$ cat config.mk
export PLATFORM = sky130hd
export DESIGN_NAME = cpu6_pipectl_flat
export DESIGN_NICKNAME = d
export VERILOG_FILES = /design/src/rtl/cpu6_pipectl_pkg.sv /design/src/rtl/cpu6_pipectl_if.sv /design/src/rtl/cpu6_hazard_ld.sv /design/src/rtl/cpu6_pipectl.sv /design/src/flat_wrapper.sv
export SDC_FILE = /design/constraint.sdc
export NUM_CORES = 1
export LEC_CHECK = 0
export ABC_AREA = 1
export CAP_MARGIN = 15
export CORE_UTILIZATION = 24
export CTS_CLUSTER_DIAMETER = 150
export DETAILED_ROUTE_END_ITERATION = 10
export PLACE_DENSITY = 0.54
export REMOVE_ABC_BUFFERS = 1
export SYNTH_ARGS = -nofsm -noshare
export SYNTH_HDL_FRONTEND = slang
export SYNTH_SLANG_ARGS = --single-unit
$ cat constraint.sdc
create_clock -name clk -period 1.89 [get_ports clk]
set_input_delay 0.378 -clock clk [delete_from_list [all_inputs] [get_ports clk]]
set_output_delay 0.378 -clock clk [all_outputs]
set_load 0.01 [all_outputs]
$ cat src/rtl/cpu6_pipectl_pkg.sv
// cpu6 pipeline controller shared types.
// FSM encodings and stall/flush bundle.
package cpu6_pipectl_pkg;

  localparam int CPU6_PIPECTL_STATE_SIZE = 2;
  localparam int CPU6_REGADDR_SIZE = 5;

  typedef enum logic [CPU6_PIPECTL_STATE_SIZE-1:0] {
    CPU6_PIPECTL_RUN      = 2'd0,
    CPU6_PIPECTL_DRAIN    = 2'd1,
    CPU6_PIPECTL_WAIT_RET = 2'd2
  } state_t;

  typedef struct packed {
    logic stallF;
    logic stallD;
    logic stallE;
    logic stallM;
    logic flushD;
    logic flushE;
  } ctl_t;

  localparam ctl_t CTL_NONE   = ctl_t'(6'b000000);
  localparam ctl_t CTL_FLUSH  = ctl_t'(6'b000011);
  localparam ctl_t CTL_MEM    = ctl_t'(6'b111100);
  // hold fetch/decode and bubble EX
  localparam ctl_t CTL_BUBBLE = ctl_t'(6'b110001);

endpackage

$ cat src/rtl/cpu6_pipectl_if.sv
// cpu6 pipeline controller signal bundle.
// master = pipeline datapath, slave = controller.
interface cpu6_pipectl_if #(
  parameter int REGADDR_W = 5,
  parameter int CNT_W     = 16
);

  logic                 validD;
  logic                 empty_pipeline_reqD;
  logic [REGADDR_W-1:0] rs1D;
  logic [REGADDR_W-1:0] rs2D;
  logic                 use_rs1D;
  logic                 use_rs2D;
  logic                 validE;
  logic                 validM;
  logic                 validW;
  logic                 memtoregE;
  logic                 regwriteE;
  logic [REGADDR_W-1:0] rdE;
  logic                 redirectE;
  logic                 retire_serialW;
  logic                 mem_stall;
  logic                 cnt_clr;
  logic                 stallF;
  logic                 stallD;
  logic                 stallE;
  logic                 stallM;
  logic                 flushD;
  logic                 flushE;
  logic                 serial_busy;
  logic [CNT_W-1:0]     stall_cnt;

  modport master (
    output validD, empty_pipeline_reqD,
    output rs1D, rs2D, use_rs1D, use_rs2D,
    output validE, validM, validW,
    output memtoregE, regwriteE, rdE,
    output redirectE, retire_serialW,
    output mem_stall, cnt_clr,
    input  stallF, stallD, stallE, stallM,
    input  flushD, flushE,
    input  serial_busy, stall_cnt
  );

  modport slave (
    input  validD, empty_pipeline_reqD,
    input  rs1D, rs2D, use_rs1D, use_rs2D,
    input  validE, validM, validW,
    input  memtoregE, regwriteE, rdE,
    input  redirectE, retire_serialW,
    input  mem_stall, cnt_clr,
    output stallF, stallD, stallE, stallM,
    output flushD, flushE,
    output serial_busy, stall_cnt
  );

endinterface

$ cat src/rtl/cpu6_hazard_ld.sv
// cpu6 load-use hazard comparator.
// Flags an ID source matching an in-flight EX load.
module cpu6_hazard_ld
  import cpu6_pipectl_pkg::*;
#(
  parameter int REGADDR_W = CPU6_REGADDR_SIZE
) (
  input  logic                 memtoreg_i,
  input  logic                 regwrite_i,
  input  logic [REGADDR_W-1:0] rd_i,
  input  logic [REGADDR_W-1:0] rs1_i,
  input  logic [REGADDR_W-1:0] rs2_i,
  input  logic                 use_rs1_i,
  input  logic                 use_rs2_i,
  output logic                 hazard_o
);

  logic ld_wr;
  logic hit1;
  logic hit2;

  // x0 is hardwired, so a load to it never blocks
  assign ld_wr = memtoreg_i & regwrite_i & (rd_i != '0);
  assign hit1  = use_rs1_i & (rs1_i == rd_i);
  assign hit2  = use_rs2_i & (rs2_i == rd_i);

  assign hazard_o = ld_wr & (hit1 | hit2);

endmodule

$ cat src/rtl/cpu6_pipectl.sv
// cpu6 pipeline sequencing controller.
// Stall/flush arbitration, serialization FSM, stall counter.
module cpu6_pipectl
  import cpu6_pipectl_pkg::*;
#(
  parameter int REGADDR_W = CPU6_REGADDR_SIZE,
  parameter int CNT_W     = 16
) (
  input  logic          clk,
  input  logic          reset,
  cpu6_pipectl_if.slave bus
);

  state_t           state_q;
  state_t           state_d;
  logic [CNT_W-1:0] cnt_q;
  logic [CNT_W-1:0] cnt_d;
  ctl_t             ctl;
  logic             ld_hazard;
  logic             pipe_busy;
  logic             ser_req;

  cpu6_hazard_ld #(
    .REGADDR_W (REGADDR_W)
  ) u_hazard_ld (
    .memtoreg_i (bus.memtoregE),
    .regwrite_i (bus.regwriteE),
    .rd_i       (bus.rdE),
    .rs1_i      (bus.rs1D),
    .rs2_i      (bus.rs2D),
    .use_rs1_i  (bus.use_rs1D),
    .use_rs2_i  (bus.use_rs2D),
    .hazard_o   (ld_hazard)
  );

  assign pipe_busy = bus.validE | bus.validM | bus.validW;
  assign ser_req   = bus.validD & bus.empty_pipeline_reqD;

  always_comb begin
    ctl     = CTL_NONE;
    state_d = state_q;
    if (!reset) begin
      ctl = CTL_FLUSH;
    end else if (bus.mem_stall) begin
      ctl = CTL_MEM;
    end else if (bus.redirectE) begin
      ctl = CTL_FLUSH;
      // a redirect kills the instruction waiting to drain
      if (state_q == CPU6_PIPECTL_DRAIN)
        state_d = CPU6_PIPECTL_RUN;
    end else begin
      unique case (state_q)
        CPU6_PIPECTL_RUN: begin
          if (ser_req) begin
            if (pipe_busy) begin
              ctl     = CTL_BUBBLE;
              state_d = CPU6_PIPECTL_DRAIN;
            end else begin
              state_d = CPU6_PIPECTL_WAIT_RET;
            end
          end else if (ld_hazard) begin
            ctl = CTL_BUBBLE;
          end
        end
        CPU6_PIPECTL_DRAIN: begin
          if (pipe_busy)
            ctl = CTL_BUBBLE;
          else
            state_d = CPU6_PIPECTL_WAIT_RET;
        end
        CPU6_PIPECTL_WAIT_RET: begin
          if (bus.retire_serialW)
            state_d = CPU6_PIPECTL_RUN;
          else
            ctl = CTL_BUBBLE;
        end
        default: state_d = CPU6_PIPECTL_RUN;
      endcase
    end
  end

  always_comb begin
    cnt_d = cnt_q;
    if (bus.cnt_clr)
      cnt_d = '0;
    else if (ctl.stallD && (cnt_q != '1))
      cnt_d = cnt_q + 1'b1;
  end

  always_ff @(posedge clk or negedge reset) begin
    if (!reset) begin
      state_q <= CPU6_PIPECTL_RUN;
      cnt_q   <= '0;
    end else begin
      state_q <= state_d;
      cnt_q   <= cnt_d;
    end
  end

  assign bus.stallF      = ctl.stallF;
  assign bus.stallD      = ctl.stallD;
  assign bus.stallE      = ctl.stallE;
  assign bus.stallM      = ctl.stallM;
  assign bus.flushD      = ctl.flushD;
  assign bus.flushE      = ctl.flushE;
  assign bus.serial_busy = (state_q != CPU6_PIPECTL_RUN);
  assign bus.stall_cnt   = cnt_q;

endmodule

$ cat src/flat_wrapper.sv
// flat-port wrapper written by rule: the top's interface ports become plain ports
module cpu6_pipectl_flat import cpu6_pipectl_pkg::*;
#(
  parameter int REGADDR_W = CPU6_REGADDR_SIZE,
  parameter int CNT_W     = 16
)
  (clk, reset, bus_validD, bus_empty_pipeline_reqD, bus_rs1D, bus_rs2D, bus_use_rs1D, bus_use_rs2D, bus_validE, bus_validM, bus_validW, bus_memtoregE, bus_regwriteE, bus_rdE, bus_redirectE, bus_retire_serialW, bus_mem_stall, bus_cnt_clr, bus_stallF, bus_stallD, bus_stallE, bus_stallM, bus_flushD, bus_flushE, bus_serial_busy, bus_stall_cnt);
  cpu6_pipectl_if #(.REGADDR_W(REGADDR_W), .CNT_W(CNT_W)) bus_i ();
  input  logic clk;
  input  logic reset;
  input wire logic [$bits(bus_i.validD)-1:0] bus_validD;
  input wire logic [$bits(bus_i.empty_pipeline_reqD)-1:0] bus_empty_pipeline_reqD;
  input wire logic [$bits(bus_i.rs1D)-1:0] bus_rs1D;
  input wire logic [$bits(bus_i.rs2D)-1:0] bus_rs2D;
  input wire logic [$bits(bus_i.use_rs1D)-1:0] bus_use_rs1D;
  input wire logic [$bits(bus_i.use_rs2D)-1:0] bus_use_rs2D;
  input wire logic [$bits(bus_i.validE)-1:0] bus_validE;
  input wire logic [$bits(bus_i.validM)-1:0] bus_validM;
  input wire logic [$bits(bus_i.validW)-1:0] bus_validW;
  input wire logic [$bits(bus_i.memtoregE)-1:0] bus_memtoregE;
  input wire logic [$bits(bus_i.regwriteE)-1:0] bus_regwriteE;
  input wire logic [$bits(bus_i.rdE)-1:0] bus_rdE;
  input wire logic [$bits(bus_i.redirectE)-1:0] bus_redirectE;
  input wire logic [$bits(bus_i.retire_serialW)-1:0] bus_retire_serialW;
  input wire logic [$bits(bus_i.mem_stall)-1:0] bus_mem_stall;
  input wire logic [$bits(bus_i.cnt_clr)-1:0] bus_cnt_clr;
  output wire logic [$bits(bus_i.stallF)-1:0] bus_stallF;
  output wire logic [$bits(bus_i.stallD)-1:0] bus_stallD;
  output wire logic [$bits(bus_i.stallE)-1:0] bus_stallE;
  output wire logic [$bits(bus_i.stallM)-1:0] bus_stallM;
  output wire logic [$bits(bus_i.flushD)-1:0] bus_flushD;
  output wire logic [$bits(bus_i.flushE)-1:0] bus_flushE;
  output wire logic [$bits(bus_i.serial_busy)-1:0] bus_serial_busy;
  output wire logic [$bits(bus_i.stall_cnt)-1:0] bus_stall_cnt;
  assign bus_i.validD = bus_validD;
  assign bus_i.empty_pipeline_reqD = bus_empty_pipeline_reqD;
  assign bus_i.rs1D = bus_rs1D;
  assign bus_i.rs2D = bus_rs2D;
  assign bus_i.use_rs1D = bus_use_rs1D;
  assign bus_i.use_rs2D = bus_use_rs2D;
  assign bus_i.validE = bus_validE;
  assign bus_i.validM = bus_validM;
  assign bus_i.validW = bus_validW;
  assign bus_i.memtoregE = bus_memtoregE;
  assign bus_i.regwriteE = bus_regwriteE;
  assign bus_i.rdE = bus_rdE;
  assign bus_i.redirectE = bus_redirectE;
  assign bus_i.retire_serialW = bus_retire_serialW;
  assign bus_i.mem_stall = bus_mem_stall;
  assign bus_i.cnt_clr = bus_cnt_clr;
  assign bus_stallF = bus_i.stallF;
  assign bus_stallD = bus_i.stallD;
  assign bus_stallE = bus_i.stallE;
  assign bus_stallM = bus_i.stallM;
  assign bus_flushD = bus_i.flushD;
  assign bus_flushE = bus_i.flushE;
  assign bus_serial_busy = bus_i.serial_busy;
  assign bus_stall_cnt = bus_i.stall_cnt;
  cpu6_pipectl #(.REGADDR_W(REGADDR_W), .CNT_W(CNT_W)) u_core (.clk(clk), .reset(reset), .bus(bus_i));
endmodule
## After elaboration in Yosys (flattened, before gate mapping)

Cells that the tools add are included.

| operators by class | value |
|---|---|
| add/subtract/negate cells | 1 |
| multiplexer cells | 17 |
| bitwise gates (word level) | 10 |
| eq/ne operators | 9 |
| reduce and logical (&&, ||, !) cells | 6 |

Operators by type and width:

| cell | count |
|---|---|
| two-way mux 6 bit | 7 |
| two-way mux 16 bit | 2 |
| one-hot mux 6 bit (3 select lines) | 1 |
| adder 16 x 1 -> 16 bit (second input constant) | 1 |
| != test 16 bit (second input constant) | 1 |
| two-way mux 2 bit | 6 |
| == test 5 bit | 2 |
| bitwise AND 1 bit | 6 |
| != test 3 bit (second input constant) | 2 |
| one-hot mux 2 bit (3 select lines) | 1 |
| AND reduction 6 bit | 1 |
| nonzero test 5 bit | 1 |
| nonzero test 2 bit | 2 |
| != test 3 x 2 -> 1 bit (second input constant) | 1 |
| OR 1 bit | 3 |
| == test 2 x 1 -> 1 bit (second input constant) | 1 |
| == test 2 bit (second input constant) | 1 |
| logical NOT 2 bit | 1 |
| != test 2 x 1 -> 1 bit (second input constant) | 1 |
| logical AND 1 bit | 1 |
| NOT 1 bit | 1 |

| word-level totals | value |
|---|---|
| register bits | 18 |
| word-level logic and storage cells | 45 |

## Longest topological paths before layout

Gate-level depths: netlist of the first run.

| depth | value |
|---|---|
| depth in word-level cells | 13 |
| gate-level depth with buffers | 15 |
| mapped depth without buffers | 14 |

## Modules after synthesis

From an unflattened synthesis of the first run, not the netlist that was laid out.

| second synthesis, totals | value |
|---|---|
| cells, all modules | 253 |
| area, all modules | 1,542.7 µm² |

Modules (own cells, without submodules):

| module | area an instance (µm²) | seq. area each (µm²) | times used | cells an instance |
|---|---|---|---|---|
| cpu6_pipectl | 1,325.0 | 450.4 | 1 | 197 |
| cpu6_hazard_ld | 217.7 | 0.0 | 1 | 56 |

## Least setup slack after synthesis of the first run

Ideal clock, no wire load.

| timing path | value |
|---|---|
| kind | flip-flop to flip-flop |
| from | reg u_core.cnt_q[0] (netlist: u_core.bus.stall_cnt[0]) |
| to | reg u_core.cnt_q[10] (netlist: u_core.bus.stall_cnt[10]) |
| buffers on the path | 1 |
| stages on the path, launching flop included | 14 |
| setup slack | 44 ps |
| library setup time | 117 ps |
| arrival time | 1,729 ps |
| path through | dfrtp_1 > ha_1 > nand2_1 > inv_2 > nand2_2 > nor3_4 > nand4_2 > nor2_2 > nand3_2 > nand3_4 > nand2_4 > buf_6 > nand2_1 > nand2_1 |

| between the ends | value |
|---|---|
| longest elaborated chain between the ends | 3 |
| elaborated cells between the ends (all ways) | 6 |
| classes of those cells | 1 x add/sub; 1 x eq/ne; 2 x mux; 2 x reduce/logical |

RTL lines:

| what | line | source |
|---|---|---|
| start, declared | cpu6_pipectl.sv:16 | `logic [CNT_W-1:0] cnt_q;` |
| start signal, assigned | cpu6_pipectl.sv:96 | `cnt_q <= cnt_d;` |
| adder 16 x 1 -> 16 bit / != test 16 bit (equally long branches) | cpu6_pipectl.sv:87, cpu6_pipectl.sv:86 |  |
| two-way mux 16 bit / logical AND 1 bit (equally long branches) | cpu6_pipectl.sv:86 | `else if (ctl.stallD && (cnt_q != '1))` |
| two-way mux 16 bit / nonzero test 2 bit (equally long branches) | -- |  |

Several ways; a longest one is shown, not always the timed one. The select of a mux whose other input is x is not followed.
A chain may end at the register's enable or synchronous reset.

## Worst setup path after layout of the first run

| timing path | value |
|---|---|
| from | reg u_core.cnt_q[0] (netlist: u_core.bus.stall_cnt[0]) |
| to | reg u_core.cnt_q[3] (netlist: u_core.bus.stall_cnt[3]) |

Same word-level chain as after synthesis.

==> reports/qor_table.md, run 1 <==
| Quantity | Value |
|---|---|
| Buffers & Inverters on Critical Path | 1 |
| Stage delay of the slowest cell on the critical path | 0.40 ns |
| Portion of the post-synthesis area used by sequential elements | 31.1% |
| Top-Level Pins | 53 |
| Initial antenna violation count | 0 |
| Static leakage | 1.27 nW |
| Top library cells by usage in the layout, fill and taps aside | nand2_1 (75), nor2_1 (30), buf_4 (29) |
| Total via count in the routed design | 1684 |
| Async set or reset register ratio after synthesis | 100% |
| Global placement routability congestion | 0.790 |
| Category of the most critical setup path | register to register |
| Number of instances in the synthesized netlist | 234 |
| Sum of routed wire length over all layers | 4180 µm |
| Number of failing hold endpoints at the final stage | 0 |
| Max_cap viols | 0 |
| Total overflow reported by the global router | 0 |
| First-pass DRT Iterations | 4 |
| Number of nets in the finished design | 346 |
| Number of standard-cell rows in the floorplan | 27 |
| Clock buffers created by TritonCTS | 3 |
| Final critical-path required period | 1.86 ns |
| Routed length per placed instance | 10.9 µm |
| Power Density | 618 nW/µm² |
| Largest net degree at the start of global routing | 20 |
| Vias in the first global route | 1561 |
| Gr usage total | 13.6% |
| Max Clk Rate | 539 MHz |
| Post-route DRC | 0 |
| Category of the worst setup path launch point | register |
| Most common library cell in the layout ignoring fill and taps | nand2_1 |
| Worst Skew | 0.00223 ns |
| Number of storage elements in the synthesis netlist | 18 |
| Cell area after placement | 2140 µm² |
| Placed instance count | 368 |
| Post-layout instance count excluding filler cells | 385 |
| Fin crit share | 98.2% |
| Number of DRC markers in iteration 0 | 51 |
| Kind of capture point of the worst setup path | register |
| Maximum fanout along the worst path | 8 |
| Final setup TNS | 0 ns |
| Initial Util | 25.5% |
| Mean Syn Cell Area | 6.19 µm² |
| Total routed wire length on the met1 layer | 1970 µm |
| Max Root-Sink Buffers | 2 |
| Fraction of the core area covered by cells at the end of the flow | 40.4% |
| Max H-tree Level | 1 |
| Yosys warns | 0 |
| Die outline height | 79.7 µm |
| Compound-Gate Fraction of Synth Area | 6.39% |
| Post-synth top flop | dfrtp_1 |
| Required time reported for the critical path endpoint | 2.04 ns |
| TritonCTS Sinks | 18 |
| Worst setup timing slack at the placement stage | -0.808 ns |
| Top layer reached by signal wires | met4 |
| IR Drop Worst-Case VDD | 0.504 mV |
| Post-Synth Adder-Cell Area | 0.864% |
| Clock transition at path regs | 0.07 ns |
| Top post-synthesis cells by area | dfrtp_1 (31%), nand2_1 (22%), nor2_1 (8.3%) |
| Cell variety after synth | 29 |
| Number of hold buffers added after cts | 0 |
| Simple-gate area share of the yosys netlist | 45.7% |
| Run status | finished, final reports clean |
| Count of flip-flops with a built-in enable after synthesis | 0 |
| X dimension of the die | 79.7 µm |
| Number of routed nets with antenna violations | 0 |
| WL met3 | 236 µm |
| Die area | 6350 µm² |
| DPL Wire Length | 2980 µm |
| Worst relative slew slack | 71.7% |
| Area of the placeable core | 5680 µm² |
| Finish-stage setup viols | 0 |
| Fin area | 2290 µm² |
| Slowest cell on the critical path | dfrtp_1 |
| Area added between synthesis and finish | 58.4% |
| PnR Total Power | 1.42 mW |
| Post-synthesis xor/xnor area fraction | 4.23% |
| Clock Latency Late Sink | 0.25 ns |
| Chain of cells forming the critical path | ha_2 > nand2_2 > inv_2 > nand2_4 > nor3_4 > nand4_2 > nor2_2 > nand3_2 > nand3_4 > nand2_4 > nand2_1 > nand2_1 |
| Cell at the root of the clock tree | clkbuf_8 |
| Actual slew at the worst max-slew pin | 0.421 ns |
| Endpoint arrival time on the critical path | 2.00 ns |
| Path category of the worst min-delay check | primary input to asynchronous set/reset pin |
| Detailed route wirelength on metal2 | 1940 µm |
| Vias per Instance | 4.37 |
| Fraction of final layout cells with drive strength greater than 1 | 27.8% |
| Mux contribution to synthesized area | 0% |
| Dominant combinational cell family by area after synthesis | simple AND/OR/NAND/NOR gates |
| Wire length of the first global-routing pass | 6820 µm |
| Library cell with the largest summed area after synthesis | dfrtp_1 |
| Worst Hold Slack | 0.288 ns |
| Port Buf Inserts | 52 |
| Setup repair after global routing missed its margin | yes |
| TritonCTS clock tree | yes |
| Smallest setup slack after layout | 0.0341 ns |
| Max-slew violation count | 0 |
| Delay-heaviest family, CP | simple AND/OR/NAND/NOR gates |
| Antenna diode count | 0 |
| Synthesized cell area | 1450 µm² |
| Share of the synthesized area in the top cell type | 31.1% |
## Yosys cell counts (3+ instances only)
cell	number
nor2_1	32
nor3_1	3
inv_1	31
a21oi_1	6
o21ai_0	6
dfrtp_1	18
xor2_1	5
buf_4	3
o22ai_1	3
nand3_1	22
nand2_1	84
## logic make-up (layout without fill, tap and decap cells)
logic type | count (synthesis) | in the layout
AND/OR/NAND/NOR | 151 | 152
adder cells (fa/ha/maj) | 1 | 1
buffers and inverters | 40 | 118
XOR/XNOR | 7 | 7
AO/OA/AOI/OAI | 17 | 17
flip-flops | 18 | 18
## worst reg2reg max path, delay by kind of cell (launching register included)
| kind | cells | cell delay [ns] |
|---|---|---|
| buffers and inverters | 1 | 0.08 |
| adders and majority gates | 1 | 0.21 |
| DFF | 1 | 0.40 |
| and+or+nand+nor | 10 | 1.07 |
## layer usage
layer  global-route usage (%)  vias up
met1                     17.8      754
met5                        0        -
met3                     2.86        2
met4                     4.00        0
met2                     22.4       41
li1                         -      887
## cell type report
cell class / instances / area (µm²)
multi-input cells: 177 / 928
fillers: 609 / 3380
repair buffers: 82 / 661
flip-flops and latches: 18 / 450
clock buffers: 3 / 41.3
well taps: 72 / 90.1
inverters: 33 / 124
## worst paths after layout
check	to	cells past startpoint	slack [ns]	from
worst max register to register	u_core.bus.stall_cnt[3]	12	0.03	u_core.bus.stall_cnt[0]
worst min-delay path	u_core.state_q[1]	2	0.29	reset
min in group clk	u_core.bus.stall_cnt[4]	2	0.57	u_core.bus.stall_cnt[4]
worst min register to register	u_core.bus.stall_cnt[4]	2	0.57	u_core.bus.stall_cnt[4]
max in group asynchronous	u_core.bus.stall_cnt[9]	2	1.39	reset
worst max-delay path	u_core.bus.stall_cnt[3]	12	0.03	u_core.bus.stall_cnt[0]
## state kept, by name, indices dropped and copies added, names as in the netlist
name,cells
u_core.bus.stall_cnt,16
u_core.state_q,2
## where the power goes
group | switching [mW] | internal, mW | leakage, nW
Clock | 0.127 | 0.142 | 0.0216
Combinational | 0.339 | 0.346 | 1.00
Sequential | 0.0424 | 0.421 | 0.246
Total | 0.509 | 0.909 | 1.27
## what timing repair did
item	in CTS	in global routing
setup buffers	6	6
pin swaps	16	28
setup endpoints to repair	6	21
gates resized for setup	55	58
cloned	0	2
No activity file was read; power rests on OpenSTA's default activity.
==> run 2, diff against run 1 <==
- GPL_ROUTABILITY_DRIVEN: not set -> 0
- SKIP_CTS_REPAIR_TIMING: not set -> 1
==> run 2 against run 1 <==
Wire length up 0.22%. Clock power about the same. Die area unchanged. Worst setup slack better by 0.0055 ns. Final cell count down 1.3%. Global-route usage down 0.36 points. Via count down 1.5%. Sequential cell count unchanged. First-iteration DRC count down 22%.
==> reports/qor_table.md, run 2 (same netlist as run 1, synthesis figures left out) <==
| Quantity | Value |
|---|---|
| Category of the worst setup path launch point | register |
| Max_cap viols | 0 |
| Routed length per placed instance | 11.0 µm |
| Static leakage | 1.39 nW |
| Number of failing hold endpoints at the final stage | 0 |
| Number of routed nets with antenna violations | 0 |
| Fraction of final layout cells with drive strength greater than 1 | 24.0% |
| Comb power frac | 46.5% |
| Top library cells by usage in the layout, fill and taps aside | nand2_1 (79), nor2_1 (29), inv_1 (26) |
| Max Root-Sink Buffers | 2 |
| Startpoint of the worst setup timing path | u_core.bus.stall_cnt[0] |
| Worst Skew | 0.000950 ns |
| Placed instance count | 368 |
| PnR Total Power | 1.37 mW |
| Top-Level Pins | 53 |
| Cell at the root of the clock tree | clkbuf_8 |
| Max Clk Rate | 540 MHz |
| Fin crit share | 97.9% |
| Final critical-path required period | 1.85 ns |
| Antenna diode count | 0 |
| Pint | 0.883 mW |
| Setup repair after global routing missed its margin | yes |
| X dimension of the die | 79.7 µm |
| Area of the placeable core | 5680 µm² |
| Die outline height | 79.7 µm |
| IR Drop Worst-Case VDD | 0.510 mV |
| Clock transition at path regs | 0.07 ns |
| Clock buffers created by TritonCTS | 3 |
| Area added between synthesis and finish | 63.6% |
| Port Buf Inserts | 52 |
| Sum of routed wire length over all layers | 4190 µm |
| FF-to-FF Start | u_core.bus.stall_cnt[0] |
| Run status | finished, final reports clean |
| DPL Wire Length | 2980 µm |
| Wire length of the first global-routing pass | 6620 µm |
| Most common library cell in the layout ignoring fill and taps | nand2_1 |
| Sequential share of power | 33.9% |
| First-pass DRT Iterations | 4 |
| Number of flip-flops under the largest register name | 16 |
| Max H-tree Level | 1 |
| Number of nets in the finished design | 341 |
| Die area | 6350 µm² |
| Post-route DRC | 0 |
| Maximum fanout along the worst path | 5 |
| Total overflow reported by the global router | 0 |
| Actual slew at the worst max-slew pin | 0.413 ns |
| Vias per Instance | 4.37 |
| Finish-stage setup viols | 0 |
| Number of DRC markers in iteration 0 | 40 |
| Path category of the worst min-delay check | primary input to asynchronous set/reset pin |
| Clock share of power | 19.6% |
| Largest net degree at the start of global routing | 20 |
| Switching share of total power | 35.7% |
| Fraction of the core area covered by cells at the end of the flow | 41.8% |
| Number of standard-cell rows in the floorplan | 27 |
| Required time reported for the critical path endpoint | 2.09 ns |
| Net switching power figure | 0.490 mW |
| Kind of capture point of the worst setup path | register |
| Initial antenna violation count | 0 |
| TritonCTS clock tree | yes |
| Worst relative slew slack | 72.2% |
| Category of the most critical setup path | register to register |
| Initial Util | 25.5% |
| Max-slew violation count | 0 |
| Vias in the first global route | 1499 |
| Post-layout instance count excluding filler cells | 380 |
| Power Density | 580 nW/µm² |
| Clock Latency Late Sink | 0.26 ns |
| Endpoint arrival time on the critical path | 2.05 ns |
| TritonCTS Sinks | 18 |
| Register-to-register setup slack | 0.04 ns |
| Total via count in the routed design | 1659 |
| Gr usage total | 13.3% |
-- run 2: worst max-delay path: stages (launching register included) --
cell     delay, ns
dfrtp_1       0.40
ha_2          0.20
nand2_2       0.05
inv_2         0.07
nand2_4       0.06
nor3_4        0.14
nand4_2       0.14
nor2_2        0.13
nand3_2       0.10
nand3_4       0.18
buf_2         0.18
nand3_1       0.07
nand2_1       0.07
-- run 2: worst paths after layout --
kind / end / cells past startpoint
max: u_core.bus.stall_cnt[8] / 12
min: u_core.state_q[1] / 2
max reg2reg: u_core.bus.stall_cnt[8] / 12
min reg2reg: u_core.state_q[1] / 2
max in group asynchronous: u_core.bus.stall_cnt[2] / 2
min in group clk: u_core.state_q[1] / 2
-- run 2: power groups by stage --
stage | registers [mW] | logic (mW) | clock network (mW)
2_1_floorplan | 0.467 | 0.249 | 0
3_3_place_gp | 0.467 | 0.583 | 0
3_5_place_dp | 0.467 | 0.583 | 0
4_1_cts | 0.460 | 0.587 | 0.279
5_1_grt | 0.472 | 0.714 | 0.295
6_report | 0.466 | 0.638 | 0.270
-- run 2: routing by layer --
layer / GRT usage, % / part of all wire (%) / up-vias
li1: - / - / 872
met4: 4.00 / 1.4 / 0
met5: 0 / 0 / -
met2: 21.5 / 45 / 37
met1: 17.5 / 48 / 744
met3: 2.86 / 5.2 / 6
-- run 2: per-stage QoR --
step	hold WS [ns]	setup TNS, ns	cell area, µm²	setup WS, ns
2_1_floorplan	0.0824	0	1400	0.0606
3_3_place_gp	0.551	-6.67	2140	-0.779
3_5_place_dp	0.557	-6.85	2140	-0.808
4_1_cts	0.575	-2.76	2180	-0.809
5_1_grt	0.223	-1.17	2370	-0.108
6_report	0.189	0	2370	0.0396
-- run 2: final cells by class --
class / count / area, µm²
fillers: 592 / 3310
multi-input cells: 177 / 926
repair buffers: 77 / 736
flip-flops and latches: 18 / 453
inverters: 33 / 124
well taps: 72 / 90.1
clock buffers: 3 / 41.3
==> run 3, diff against run 2 <==
- MAX_ROUTING_LAYER: not set -> met4
==> run 3 against run 2 <==
Clock power about the same. Register-to-register slack hardly changed. Via count shrank 0.42%. Largest cell class unchanged. Highest routed layer unchanged.
==> reports/qor_table.md, run 3 (same netlist as run 1, synthesis figures left out) <==
| Quantity | Value |
|---|---|
| Max Root-Sink Buffers | 2 |
| TritonCTS Sinks | 18 |
| DPL Wire Length | 2980 µm |
| Static leakage | 1.39 nW |
| Chain of cells forming the critical path | ha_2 > nand2_2 > inv_2 > nand2_4 > nor3_4 > nand4_2 > nor2_2 > nand3_2 > nand3_4 > buf_2 > nand3_1 > nand2_1 |
| Initial antenna violation count | 0 |
| Die outline height | 79.7 µm |
| Kind of capture point of the worst setup path | register |
| Max_cap viols | 0 |
| Post-route DRC | 0 |
| Worst relative slew slack | 72.7% |
| Clock Latency Late Sink | 0.26 ns |
| Top-Level Pins | 53 |
| Setup repair after global routing missed its margin | yes |
| Sum of routed wire length over all layers | 4210 µm |
| Total via count in the routed design | 1652 |
| Required time reported for the critical path endpoint | 2.09 ns |
| Stage delay of the slowest cell on the critical path | 0.40 ns |
| Endpoint arrival time on the critical path | 2.05 ns |
| Maximum fanout along the worst path | 5 |
| Number of failing hold endpoints at the final stage | 0 |
| Area of the placeable core | 5680 µm² |
| Port Buf Inserts | 52 |
| Run status | finished, final reports clean |
| Category of the worst setup path launch point | register |
| Fin crit share | 98.1% |
| IR Drop Worst-Case VDD | 0.514 mV |
| Category of the most critical setup path | register to register |
| Number of DRC markers in iteration 0 | 41 |
| Max H-tree Level | 1 |
| Cell area after placement | 2140 µm² |
| Worst Skew | 0.00236 ns |
| Final setup TNS | 0 ns |
| Area added between synthesis and finish | 63.6% |
| Routed length per placed instance | 11.1 µm |
| Actual slew at the worst max-slew pin | 0.405 ns |
| Finish-stage setup viols | 0 |
| Largest net degree at the start of global routing | 20 |
| Clock buffers created by TritonCTS | 3 |
| Number of flip-flops under the largest register name | 16 |
| Top library cells by usage in the layout, fill and taps aside | nand2_1 (79), nor2_1 (29), inv_1 (26) |
| Number of standard-cell rows in the floorplan | 27 |
| X dimension of the die | 79.7 µm |
| First-pass DRT Iterations | 4 |
| Max-slew violation count | 0 |
| Slowest cell on the critical path | dfrtp_1 |
| Final critical-path required period | 1.85 ns |
| Initial Util | 25.5% |
| Cell at the root of the clock tree | clkbuf_8 |
| Gr usage total | 13.6% |
| Fin area | 2370 µm² |
| Vias per Instance | 4.35 |
| Total overflow reported by the global router | 0 |
| Clock transition at path regs | 0.07 ns |
| Number of nets in the finished design | 341 |
| Number of routed nets with antenna violations | 0 |
| Vias in the first global route | 1498 |
| Fraction of final layout cells with drive strength greater than 1 | 24.0% |
| Wire length of the first global-routing pass | 6630 µm |
| Path category of the worst min-delay check | primary input to asynchronous set/reset pin |
| TritonCTS clock tree | yes |
| Max Clk Rate | 539 MHz |
| Power Density | 580 nW/µm² |
| Die area | 6350 µm² |
| Most common library cell in the layout ignoring fill and taps | nand2_1 |
| Antenna diode count | 0 |
==> run 3: cell counts in the layout (fill, tap and decap cells not counted) <==
Identical to the previous run, type by type.
==> run 3: per-layer routing <==
metal	track usage [%]	wire length (µm)	vias up	share of wire, %
met1	17.5	2040	737	48
met5	-	0	-	0
met3	2.86	222	6	5.3
met4	4.00	68	0	1.6
li1	-	-	872	-
met2	21.5	1880	37	45
==> run 3: final cells by class <==
type	instances	area [µm²]
Clock buffer	3	41.3
Fill cell	592	3310
Inverter	33	124
Multi-Input combinational cell	177	926
Sequential cell	18	453
Tap cell	72	90.1
Timing Repair Buffer	77	736
==> run 3: critical path, delay by kind of cell, from the launching register on <==
kind	cells	cell delay [ns]
DFF	1	0.40
and+or+nand+nor	9	0.94
adders and majority gates	1	0.21
buffers and inverters	2	0.25
==> run 3: power by group <==
group          total (mW)  switching (mW)  internal [mW]
Clock               0.272           0.130          0.142
Sequential          0.466          0.0425          0.424
Combinational       0.638           0.320          0.317
==> run 3: metrics by stage <==
stage               instances  utilization [%]  hold WS [ns]  setup WS (ns)  total power, mW
floorplan                 227                -        0.0824         0.0606            0.715
global placement          368             37.7         0.551         -0.779             1.05
detailed placement        368             37.7         0.557         -0.808             1.05
CTS                       371             38.4         0.575         -0.809             1.32
global route              380             41.8         0.223         -0.108             1.48
finish                    380             41.8         0.188         0.0358             1.38
==> run 3: path summary, 6_finish.rpt <==
| kind | from | endpoint | slack [ns] | depth (start not counted) |
|---|---|---|---|---|
| worst min-delay path | reset | u_core.state_q[1] | 0.19 | 2 |
| worst min register to register | u_core.state_q[1] | u_core.state_q[1] | 0.56 | 2 |
| worst max-delay path | u_core.bus.stall_cnt[1] | u_core.bus.stall_cnt[8] | 0.04 | 12 |
| min in group clk | u_core.state_q[1] | u_core.state_q[1] | 0.56 | 2 |
| max in group asynchronous | reset | u_core.bus.stall_cnt[2] | 1.47 | 2 |
| worst max register to register | u_core.bus.stall_cnt[1] | u_core.bus.stall_cnt[8] | 0.04 | 12 |
